[config.mk]
export PLATFORM = sky130hd
export DESIGN_NAME = if_fetch_stage
export DESIGN_NICKNAME = d
export VERILOG_FILES = /design/src/rtl/if_fetch_stage.sv
export SDC_FILE = /design/constraint.sdc
export NUM_CORES = 1
export LEC_CHECK = 0
export ABC_CLOCK_PERIOD_IN_PS = 5100
export BUFFER_PORTS_ARGS = -buffer_cell sky130_fd_sc_hd__buf_2
export CAP_MARGIN = 20
export CORE_AREA = 8 8 138 140
export DETAILED_ROUTE_END_ITERATION = 16
export DIE_AREA = 0 0 146 148
export MAX_ROUTING_LAYER = met4
export PLACE_DENSITY = 0.79
export SETUP_SLACK_MARGIN = 0.15
export SLEW_MARGIN = 20
export SYNTH_ARGS = -nofsm -noshare
export SYNTH_HDL_FRONTEND = slang
export SYNTH_SLANG_ARGS = --single-unit
[constraint.sdc]
create_clock -name clk -period 5.1 [get_ports clk]
set_input_delay 0.255 -clock clk [delete_from_list [all_inputs] [get_ports clk]]
set_output_delay 0.255 -clock clk [all_outputs]
set_load 0.01 [all_outputs]
[src/rtl/if_fetch_stage.sv]
// RV32 instruction-fetch stage: drives the imem request/response handshake,
// tags in-flight fetches with their PC and buffers returned words for ID.
module if_fetch_stage #(
  parameter logic [31:0] RESET_PC   = 32'h0000_0000,
  parameter int          FIFO_DEPTH = 2
) (
  input  logic        clk,
  input  logic        rst,
  input  logic        hold_IF,
  input  logic        jmp_vld_IF,
  input  logic [31:0] jmp_addr_IF,
  output logic        imem_req,
  output logic [31:0] imem_addr,
  input  logic        imem_gnt,
  input  logic        imem_rvalid,
  input  logic [31:0] imem_rdata,
  output logic [31:0] IF_inst,
  output logic [31:0] IF_pc,
  output logic        IF_inst_vld
);

  localparam int CW = $clog2(FIFO_DEPTH) + 1;
  localparam int IW = $clog2(FIFO_DEPTH);

  typedef logic [CW-1:0] cnt_t;
  typedef logic [IW-1:0] ptr_t;

  logic [31:0] fetch_pc;
  cnt_t        buf_cnt;
  cnt_t        outstanding;
  cnt_t        drop_cnt;
  ptr_t        buf_rd;
  ptr_t        buf_wr;
  ptr_t        tag_rd;
  ptr_t        tag_wr;
  logic [31:0] buf_pc   [FIFO_DEPTH];
  logic [31:0] buf_inst [FIFO_DEPTH];
  logic [31:0] tag_pc   [FIFO_DEPTH];

  logic        pop;
  logic        issue;
  logic        rsp;
  logic        push;
  logic [CW:0] occupancy;
  logic        unused_jmp_lsb;

  function automatic ptr_t ptr_inc(input ptr_t p);
    if (p == ptr_t'(FIFO_DEPTH - 1)) return '0;
    else                            return p + 1'b1;
  endfunction

  assign unused_jmp_lsb = ^jmp_addr_IF[1:0];

  assign pop       = IF_inst_vld & ~hold_IF & ~jmp_vld_IF;
  // Buffered plus in-flight words, counting the slot freed by this cycle's pop.
  assign occupancy = {1'b0, buf_cnt} + {1'b0, outstanding} - {{CW{1'b0}}, pop};
  assign imem_req  = ~rst & ~jmp_vld_IF & (occupancy < (CW+1)'(FIFO_DEPTH));
  assign imem_addr = fetch_pc;
  assign issue     = imem_req & imem_gnt;
  // A response with nothing outstanding is a protocol error and is ignored.
  assign rsp       = imem_rvalid & (outstanding != '0);
  assign push      = rsp & (drop_cnt == '0) & ~jmp_vld_IF;

  assign IF_inst_vld = (buf_cnt != '0);
  assign IF_inst     = IF_inst_vld ? buf_inst[buf_rd] : '0;
  assign IF_pc       = IF_inst_vld ? buf_pc[buf_rd]   : '0;

  always_ff @(posedge clk or posedge rst) begin
    if (rst) begin
      fetch_pc    <= RESET_PC;
      buf_cnt     <= '0;
      buf_rd      <= '0;
      buf_wr      <= '0;
      tag_rd      <= '0;
      tag_wr      <= '0;
      outstanding <= '0;
      drop_cnt    <= '0;
    end else begin
      if (issue) begin
        fetch_pc <= fetch_pc + 32'd4;
        tag_wr   <= ptr_inc(tag_wr);
      end
      if (rsp) tag_rd <= ptr_inc(tag_rd);
      outstanding <= outstanding + cnt_t'(issue) - cnt_t'(rsp);
      if (jmp_vld_IF) begin
        // Everything still in flight belongs to the abandoned path.
        fetch_pc <= {jmp_addr_IF[31:2], 2'b00};
        buf_cnt  <= '0;
        buf_rd   <= '0;
        buf_wr   <= '0;
        drop_cnt <= outstanding - cnt_t'(rsp);
      end else begin
        buf_cnt <= buf_cnt + cnt_t'(push) - cnt_t'(pop);
        if (push) buf_wr <= ptr_inc(buf_wr);
        if (pop)  buf_rd <= ptr_inc(buf_rd);
        if (rsp && drop_cnt != '0) drop_cnt <= drop_cnt - 1'b1;
      end
    end
  end

  // Tag and word storage carry no reset; validity comes from the counters.
  always_ff @(posedge clk) begin
    if (issue) tag_pc[tag_wr] <= fetch_pc;
    if (push) begin
      buf_pc[buf_wr]   <= tag_pc[tag_rd];
      buf_inst[buf_wr] <= imem_rdata;
    end
  end

endmodule

# Yosys cells after proc, flatten, opt, wreduce, memory -nomap -nowiden
# Memories as Yosys holds them, arrays and structs flattened.
# Index checks and enable logic that the tools add are counted.
# classes
addsub	13
magnitude_cmp	1
muxes	19
bitwise	11
reduce_logical	9
# ops
op	count
32-bit two-way mux	4
32-bit by 3-bit adder with 32-bit output, second input constant	1
2-bit nonzero test	7
1-bit two-way mux	12
1-bit bitwise AND	8
2-bit two-way mux	3
2-bit by 1-bit subtractor with 2-bit output	3
1-bit adder, second input constant	4
2-bit by 1-bit adder with 2-bit output	2
2-bit by 2-bit adder with 3-bit output	1
3-bit by 2-bit < comparator with 1-bit output, second input constant	1
1-bit inverter	3
3-bit by 1-bit subtractor with 3-bit output	1
2-bit zero test	1
2-bit by 1-bit subtractor with 2-bit output, second input constant	1
1-bit logical AND	1
# totals
ff_bits	42
ramBits	192
inputBits	70
out_inout_bits	98
elab_cells	64
n_memories	3
# mem_list
memory	words	width	rd	rd_clocked_by_memory_dff	write_ports	line	text
buf_inst	2	32	1	0	1	37	logic [31:0] buf_inst [FIFO_DEPTH];
buf_pc	2	32	1	0	1	36	logic [31:0] buf_pc [FIFO_DEPTH];
tag_pc	2	32	1	0	1	38	logic [31:0] tag_pc [FIFO_DEPTH];

# Longest topological paths before layout
# Gate-level depths: netlist (run 1).
# depth
depth_word	9
ltp_mapped	15
depth_no_buf	13

# Least setup slack after synthesis (run 1)
# OpenSTA, ideal clock, no wires.
# synth_path
kind	input to register
from	in jmp_vld_IF
to	mem tag_pc[0][10], enable pin
setup_time_ns	0.417
arrival_ns	3.874
required_ns	4.683
slack_ns	0.809
cell_stages	11
path_buffers	3
cell_sequence	clkbuf_1 -> clkbuf_1 -> clkbuf_1 -> nor3_1 -> ha_1 -> nand2b_1 -> fa_1 -> nand4bb_1 -> nor2_2 -> inv_2 -> nor2_1
# synth_via
elab_chain_cells	8
# synth_rtl
element	line	text
start: declaration	10	input logic jmp_vld_IF,
1-bit inverter *	54, 57	
1-bit bitwise AND	54	assign pop = IF_inst_vld & ~hold_IF & ~jmp_vld_IF;
3-bit by 1-bit subtractor with 3-bit output	56	assign occupancy = {1'b0, buf_cnt} + {1'b0, outstanding} - {{CW{1'b0}}, pop};
3-bit by 2-bit < comparator with 1-bit output	57	assign imem_req = ~rst & ~jmp_vld_IF & (occupancy < (CW+1)'(FIFO_DEPTH));
1-bit bitwise AND *	57	
1-bit bitwise AND *	59	assign issue = imem_req & imem_gnt;
1-bit two-way mux *	103	if (issue) tag_pc[tag_wr] <= fetch_pc;
1-bit two-way mux (not written as such) *	103	
end: declaration	38	
# Every way passes the cells marked *; elsewhere a longest branch is shown, timed or not.

# Worst setup path after layout (run 1)
# layout_path
from	reg buf_cnt[1]
to	mem tag_pc[0][18], enable pin
# layout_via
elab_chain_cells	9
# layout_rtl
element	line	text
start: declaration	29	cnt_t buf_cnt;
start signal: assignment	93	buf_cnt <= buf_cnt + cnt_t'(push) - cnt_t'(pop);
2-bit nonzero test	64	assign IF_inst_vld = (buf_cnt != '0);
1-bit bitwise AND (2 in a row)	54	
3-bit by 1-bit subtractor with 3-bit output *	56	
3-bit by 2-bit < comparator with 1-bit output *	57	
1-bit bitwise AND *	57	
1-bit bitwise AND *	59	
1-bit two-way mux *	103	
1-bit two-way mux (not written as such) *	103	
# Marked as above.

==> metrics.csv, run 1 <==
metric,value,unit
startpoint_type,register,
grt_use_total,19.1,%
cp_common_cell,nor2_2,
dieArea,0.0216,mm²
mostFrequentLayoutCell,edfxtp_1,
core-area,0.0169,mm²
grt_pass1_wl,32100,µm
tightest_slew,833,ps
hold_viol_final,0,
antenna_found_initial,0,
nFillCells,1188,
boundaryPins,168,
skew,17.5,ps
hold_class,input pin to register,
ys.warnings.count,0,
ys_types,45,
maxSlewHeadroom,44.4,%
antenna_left,0,
cts.sinks,224,
slowest_stage,nor2_2,
final_cell_mix,"edfxtp_1 (184), buf_2 (161), nor2_1 (71), mux2i_1 (63), dlygate4sd3_1 (54)",
crit_start,buf_cnt[1],
diodes,0,
vias,5891,
grt_max_degree,66,
cts_hold_buf,52,
vdd_drop_max,0.000243,V
max_stage_delay,680,ps
cts_setup_buffers,0,
status,completed,
crit_family,simple AND/OR/NAND/NOR gates,
wl_per_cell,18.8,µm
finalSetupViolCount,0,
seq_area,0.00653,mm²
crit_path_end_kind,register,
fp-row-count,48,
hp-start,jmp_addr_IF[19],
slew_viol_final,0,
dieHeight,148,µm
grt.overflow.total,0,
synthCells,628,
cts_tree,built,
fin_tns_setup,0,ps
fin_util,68.2,%
drv_cap,0,
cts_buffer_depth,3,
ctsResizeCount,0,
place_area,0.0103,mm²
path_max_fanout,16,
fin_area,0.0116,mm²
multiInputGateArea,0.00254,mm²
place_ws,1280,ps
port_buffers,161,
synth_edf_count,184,
period_share,75.0,%
first_pass_iters,5,
cellPowerDensity,410,mW/mm²
via_per_inst,5.40,
worst_slack,1270,ps
synth_top_flop_cell,edfxtp_1,
cts_buffers,23,
synth_seq_area_share,70.8,%
nets,929,
clkLatencyLatePin,500,ps
gp_congestion,0.869,
cts.root.buffer_cell,clkbuf_16,
routed_wl,20500,µm
syn_area,0.00922,mm²
start_util,54.4,%
cts.clk_slew.worst_paths,60,ps
post-place-cells,994,
p_leak,4.34,nW
stdcell_count,1091,
critPathArrivalTime,4000,ps
path_cells,nor2_4 > nor3_1 > ha_1 > nand2b_1 > fa_1 > nand4bb_1 > nor2_2 > inv_2 > nor2_2 > buf_4,
synth_seq_cells,224,
r2r_start,buf_cnt[1],
rsz0062_at_grt,false,
synthArstFlopShare,17.9,%
drtIter0Drc,337,
fin_crit,3830,ps
required,5280,ps
grt_pass1_vias,6120,
syn2layout_area_growth,25.4,%
critPathKind,register to register,
drive_gt1_share,28.8,%
avgSynthCellArea,14.7,µm²
drc_errors,0,
clock.fmax,0.261,GHz
cp_num_buf_inv,2,
h-tree-depth,1,
dpl.hpwl,13500,µm
die_w,146,µm
[path summary, 6_finish.rpt]
path / endpoint / slack, ps / cells after the start
min: imem_addr[19] / 20 / 3
max: tag_pc[0][18] / 1270 / 10
min in group asynchronous: buf_cnt[1] / 370 / 3
max in group asynchronous: buf_rd / 3920 / 4
min reg2reg: tag_wr / 510 / 1
max reg2reg: tag_pc[0][18] / 1270 / 10
[sequential cells by signal, summed over array words and instances (netlist names), 2 cells and up]
signal and count:
buf_pc 60, outstanding 2, imem_addr 30, drop_cnt 2, tag_pc 60, buf_cnt 2
buf_inst 64
[worst min-delay path: stages]
cell and delay, ps:
buf_2 100, nand2_1 50, o211ai_1 70
[layout make-up]
type                       instances  share of cell area (%)
clock inverter                    17                    1.13
inverter                          15                   0.487
timing repair buffer             224                    12.4
tap                              225                    2.44
sequential                       224                    56.5
multi-input combinational        361                    22.0
clock buffer                      25                    5.05
[cells in the mapped netlist, drive strengths merged (12+ instances only)]
| library cell | n | share of area (%) |
|---|---|---|
| edfxtp | 184 | 60 |
| inv | 15 | 0.61 |
| dfrtp | 40 | 11 |
| nor2 | 76 | 3.1 |
| mux2i | 63 | 6.8 |
| o211ai | 16 | 1.3 |
| clkbuf | 18 | 0.73 |
| buf | 13 | 0.69 |
| mux2 | 30 | 3.7 |
| xnor2 | 13 | 1.2 |
| nand4 | 12 | 1.0 |
| nand3 | 20 | 1.1 |
| nand2 | 45 | 1.8 |
| o21ai | 13 | 0.71 |
[through the flow]
step | hold slack, ps | total power [mW]
6_report | 18.7 | 4.74
4_1_cts | 0.324 | 4.78
5_1_grt | 3.41 | 4.95
2_1_floorplan | 354 | 2.88
3_5_place_dp | 346 | 3.18
3_3_place_gp | 315 | 3.13
[kinds of logic (layout without fill, tap and decap cells)]
kind of cell    count (synthesis)  after routing  share of synthesized area (%)
compound gates                 50             50                           3.84
xor+xnor                       20             20                           1.90
fa+ha+maj                      10             10                           1.44
buf+inv                        46            281                           2.04
flops                         224            224                           70.8
mux                            93             93                           10.5
other cells                     1              4                         0.0407
simple gates                  184            184                           9.45
[where the power goes]
group / internal (mW) / total (mW) / switching, mW
clock: 0.924 / 1.57 / 0.642
sequential: 2.17 / 2.28 / 0.114
combinational: 0.396 / 0.898 / 0.501
total: 3.49 / 4.74 / 1.26
[routing by layer]
| metal | vias to the layer above | global-route usage, % | routed length [µm] |
|---|---|---|---|
| met4 | 0 | 6.13 | 450 |
| li1 | 2785 | - | - |
| met2 | 229 | 32.6 | 10400 |
| met5 | - | - | 0 |
| met3 | 31 | 4.16 | 1570 |
| met1 | 2846 | 22.3 | 8090 |
Note: power is estimated with default switching activity, not from simulation.
==> run 2, diff against run 1 <==
Settings changed: ABC_CLOCK_PERIOD_IN_PS 5100 to 3130, CORE_AREA 8 8 138 140 to 8 8 145 147, DIE_AREA 0 0 146 148 to 0 0 153 155, PLACE_DENSITY 0.79 to 0.75.
Clock period 5.1 ns to 3.13 ns, I/O delays scaled along.
==> metrics.csv, run 2 (synthesis results as in run 1) <==
metric,value,unit
multiInputGateArea,0.00262,mm²
regMostFlops,buf_inst,
cts.root.buffer_cell,clkbuf_16,
fp-row-count,51,
grt_pass1_vias,6187,
antenna_found_initial,0,
seq_area,0.00653,mm²
boundaryPins,168,
fin_crit,2910,ps
mostFrequentLayoutCell,edfxtp_1,
drtIter0Drc,315,
reg2reg_to,tag_pc[0][6],
status,completed,
clkLatencyLatePin,510,ps
tightest_slew,924,ps
grt_use_total,18.1,%
vias,5959,
cellPowerDensity,668,mW/mm²
die_w,153,µm
core-area,0.0190,mm²
nFillCells,1396,
crit_family,simple AND/OR/NAND/NOR gates,
place_ws,200,ps
period_share,92.9,%
r2r_cells,11,
first_pass_iters,4,
crit_path_end_kind,register,
rsz0062_at_grt,true,
required,3330,ps
grt.overflow.total,0,
grt_pass1_wl,33200,µm
vdd_drop_max,0.000380,V
nets,955,
path_depth,11,
final_cell_mix,"edfxtp_1 (184), buf_2 (161), nor2_1 (71), mux2i_1 (63), dlygate4sd3_1 (63)",
largest_register_ffs,64,
syn2layout_area_growth,29.2,%
dpl.hpwl,13700,µm
path_cells,nor2_4 > nor3_4 > ha_1 > nand2b_4 > fa_1 > nand4bb_1 > nor2_4 > clkinv_4 > buf_4 > nor2_4 > buf_12,
gp_congestion,0.878,
stdcell_count,1130,
dieArea,0.0237,mm²
slew_viol_final,0,
max_stage_delay,560,ps
drive_gt1_share,31.7,%
maxSlewHeadroom,38.3,%
startpoint_type,register,
cts.sinks,224,
cts_buffer_depth,3,
hold_viol_final,0,
r2r_start,buf_cnt[1],
r2r_setup_slack,220,ps
antenna_left,0,
largestRegisters,"buf_inst x64, buf_pc x60, tag_pc x60",
cts.clk_slew.worst_paths,70,ps
drc_errors,0,
drv_cap,0,
cts_buffers,23,
critPathArrivalTime,3110,ps
hp-start,hold_IF,
routed_wl,21200,µm
p_leak,4.48,nW
cp_common_cell,nor2_4,
path_max_fanout,30,
start_util,48.6,%
dieHeight,155,µm
diodes,0,
cp_num_buf_inv,3,
port_buffers,161,
hold_class,input pin to register,
post-place-cells,1019,
finalSetupViolCount,0,
wl_per_cell,18.7,µm
via_per_inst,5.27,
holdWs,46.4,ps
clock.fmax,0.344,GHz
grt_max_degree,66,
skew,10.6,ps
crit_start,buf_cnt[1],
critical_path.endpoint,tag_pc[0][6],
critPathKind,register to register,
cts_tree,built,
h-tree-depth,1,
worst_slack,221,ps
slowest_stage,fa_1,
==> run 2: cell count changes in the layout (fill, tap and decap cells not counted), moves of 4 or more <==
cell / before / now
buf_4: 8 / 24
dlygate4sd3_1: 54 / 63
clkinv_1: 7 / 1
clkinvlp_4: 0 / 4
==> run 2: worst min path at each step <==
stage / cells after the start / slack, ps / to
after detailed placement: 1 / 350 / buf_inst[0][8]
after global placement: 1 / 340 / buf_inst[1][10]
after floorplan: 0 / 260 / buf_inst[0][0]
after CTS: 3 / 30 / buf_rd
after global routing: 3 / 30 / buf_rd
final: 3 / 50 / buf_rd
==> run 2: stage by stage <==
step           instance area [µm²]  power [mW]  util, %  TNS, ps
6_report                     11900        7.96     62.9        0
5_1_grt                      11900        8.32     62.9        0
4_1_cts                      11800        7.95     62.3        0
3_5_place_dp                 10400        5.22     55.0        0
3_3_place_gp                 10400        5.18     55.0        0
2_1_floorplan                 9280        4.71        -  -102960
==> run 2: timing repair <==
| action | in CTS | in global routing |
|---|---|---|
| hold buffers | 63 | 0 |
| endpoints found under the setup margin | 0 | 25 |
| gates resized for setup | 0 | 13 |
| buffers inserted | 0 | 6 |
| endpoints found under the hold margin | 116 | 0 |
==> run 2: worst reg2reg max path, cell delays in order, from the launching register on <==
cell and delay (ps):
dfrtp_2 440, nor2_4 150, nor3_4 50, ha_1 270, nand2b_4 150, fa_1 560, nand4bb_1 200, nor2_4 180
clkinv_4 90, buf_4 160, nor2_4 120, buf_12 220
==> run 2: area by class of cell <==
cell class                      instances  area share (%)
Clock buffer                           28            5.16
Clock inverter                         14            1.11
Inverter                               15           0.515
Multi-Input combinational cell        361            22.0
Sequential cell                       224            54.8
Tap cell                              238            2.50
Timing Repair Buffer                  250            13.9
==> run 2: metal layers <==
layer | global-route usage, % | up-vias | part of all wire, %
met5 | - | - | 0
met4 | 5.51 | 0 | 1.7
met3 | 3.30 | 32 | 5.9
met2 | 30.1 | 220 | 50
met1 | 22.5 | 2878 | 43
li1 | - | 2829 | -
==> run 2: where the power goes <==
part	internal [mW]	switching [mW]
sequential	3.53	0.195
combinational	0.718	0.862
clock	1.57	1.10
total	5.81	2.15
==> run 3, diff against run 2 <==
Settings changed: CORE_AREA 8 8 145 147 to 8 8 202 204, DIE_AREA 0 0 153 155 to 0 0 210 212, PLACE_DENSITY 0.75 to default.
==> metrics.csv, run 3 (synthesis results as in run 1) <==
metric,value,unit
status,completed,
total_power,8.07,mW
largest_register_ffs,64,
wl_per_cell,17.3,µm
p_leak,4.47,nW
gp_congestion,0.793,
path_max_fanout,3,
maxSlewHeadroom,45.7,%
dieHeight,212,µm
grt_max_degree,66,
antenna_found_initial,1,
cts.clk_slew.worst_paths,60,ps
clock.fmax,0.350,GHz
holdWs,58.6,ps
grt_use_total,10.9,%
dpl.hpwl,16300,µm
drive_gt1_share,30.8,%
fin_tns_setup,0,ps
largestRegisters,"buf_inst x64, buf_pc x60, tag_pc x60",
startpoint_type,register,
port_buffers,161,
finalSetupViolCount,0,
regMostFlops,buf_inst,
grt_pass1_wl,36400,µm
fin_crit,2860,ps
slew_viol_final,0,
max_stage_delay,570,ps
grt_pass1_vias,5983,
r2r_start,buf_cnt[1],
skew,25.4,ps
period_share,91.3,%
drv_cap,0,
clkPwrFrac,34.2,%
cts_buffer_depth,3,
path_depth,13,
syn2layout_area_growth,32.7,%
power_frac_comb,19.2,%
sw_frac_of_total,27.5,%
clkLatencyLatePin,520,ps
cts.sinks,224,
die_w,210,µm
cp_num_buf_inv,2,
dieArea,0.0445,mm²
crit_family,adder cells,
hold_class,input pin to register,
start_util,24.3,%
via_per_inst,4.22,
path_cells,nor2_4 > nor3_4 > ha_1 > nand2b_4 > fa_2 > nand4bb_4 > nor2_4 > clkinv_4 > ha_4 > inv_1 > ha_1 > xnor2_1 > xnor2_1,
rsz0062_at_grt,true,
nets,951,
seqPwrFrac,46.6,%
routed_wl,24300,µm
mostFrequentLayoutCell,edfxtp_1,
r2r_cells,13,
nFillCells,3787,
seq_area,0.00653,mm²
crit_start,buf_cnt[1],
slowest_stage,fa_2,
r2r_setup_slack,270,ps
critPathKind,register to register,
first_pass_iters,5,
critical_path.endpoint,outstanding[1],
vdd_drop_max,0.000286,V
drc_errors,0,
boundaryPins,168,
final_cell_mix,"edfxtp_1 (184), buf_2 (161), nor2_1 (71), mux2i_1 (63), dlygate4sd3_1 (63)",
fp-row-count,72,
critPathArrivalTime,3300,ps
p_sw,2.22,mW
tightest_slew,814,ps
hold_viol_final,0,
multiInputGateArea,0.00261,mm²
vias,5925,
reg2reg_to,outstanding[1],
internal_power,5.85,mW
crit_path_end_kind,register,
antenna_left,0,
grt.overflow.total,0,
core-area,0.0379,mm²
cts_tree,built,
cts_buffers,25,
cellPowerDensity,659,mW/mm²
h-tree-depth,1,
required,3570,ps
cts.root.buffer_cell,clkbuf_16,
drtIter0Drc,422,
[run 3: worst register-to-register path: stages (launching register included)]
cell and delay [ps]:
dfrtp_2 440, nor2_4 150, nor3_4 50, ha_1 270
nand2b_4 150, fa_2 570, nand4bb_4 140, nor2_4 140
clkinv_4 80, ha_4 260, inv_1 40, ha_1 180
xnor2_1 180, xnor2_1 140
[run 3: timing repair]
| action | 4_1_cts | 5_1_grt |
|---|---|---|
| hold buffers | 63 | 0 |
| setup endpoints to repair | 0 | 35 |
| setup buffers | 0 | 5 |
| hold endpoints to repair | 113 | 0 |
| resized for setup | 0 | 11 |
[run 3: per-stage QoR]
stage | util, % | setup WS, ps | cells | instance area [µm²]
floorplan | - | -830 | 631 | 9280
global route | 32.3 | 129 | 1405 | 12200
finish | 32.3 | 274 | 1405 | 12200
CTS | 32.0 | 157 | 1399 | 12100
detailed placement | 28.3 | 184 | 1294 | 10700
global placement | 28.3 | 264 | 1294 | 10700
[run 3: power groups by stage]
| stage | clock network (mW) | registers (mW) | logic [mW] |
|---|---|---|---|
| after global placement | 0 | 3.82 | 1.44 |
| after detailed placement | 0 | 3.83 | 1.46 |
| after floorplan | 0 | 3.72 | 0.988 |
| after CTS | 2.86 | 3.77 | 1.53 |
| final | 2.76 | 3.76 | 1.55 |
| after global routing | 2.97 | 3.79 | 1.71 |
[run 3: layer usage]
| layer | up-vias | wire [µm] | global-route usage (%) |
|---|---|---|---|
| met2 | 202 | 11600 | 17.9 |
| li1 | 2817 | - | - |
| met1 | 2867 | 10600 | 13.5 |
| met3 | 39 | 1670 | 2.70 |
| met5 | - | 0 | - |
| met4 | 0 | 467 | 2.79 |
[run 3: worst min-delay path by stage]
stage,to,slack [ps],start,depth (start not counted)
2_1_floorplan,buf_inst[0][0],260,imem_rdata[0],0
3_3_place_gp,buf_inst[1][14],340,imem_rdata[14],1
3_5_place_dp,buf_inst[1][14],350,imem_rdata[14],1
4_1_cts,imem_addr[23],20,jmp_addr_IF[23],4
5_1_grt,imem_addr[23],50,jmp_addr_IF[23],4
6_report,imem_addr[23],60,jmp_addr_IF[23],4
[run 3: area by class of cell]
cell class / instances / area share (%)
clock inverter: 13 / 1.00
multi-input combinational: 361 / 21.4
antenna: 1 / 0.0205
sequential: 224 / 53.4
timing repair buffer: 244 / 13.2
inverter: 15 / 0.501
tap: 518 / 5.30
clock buffer: 29 / 5.24
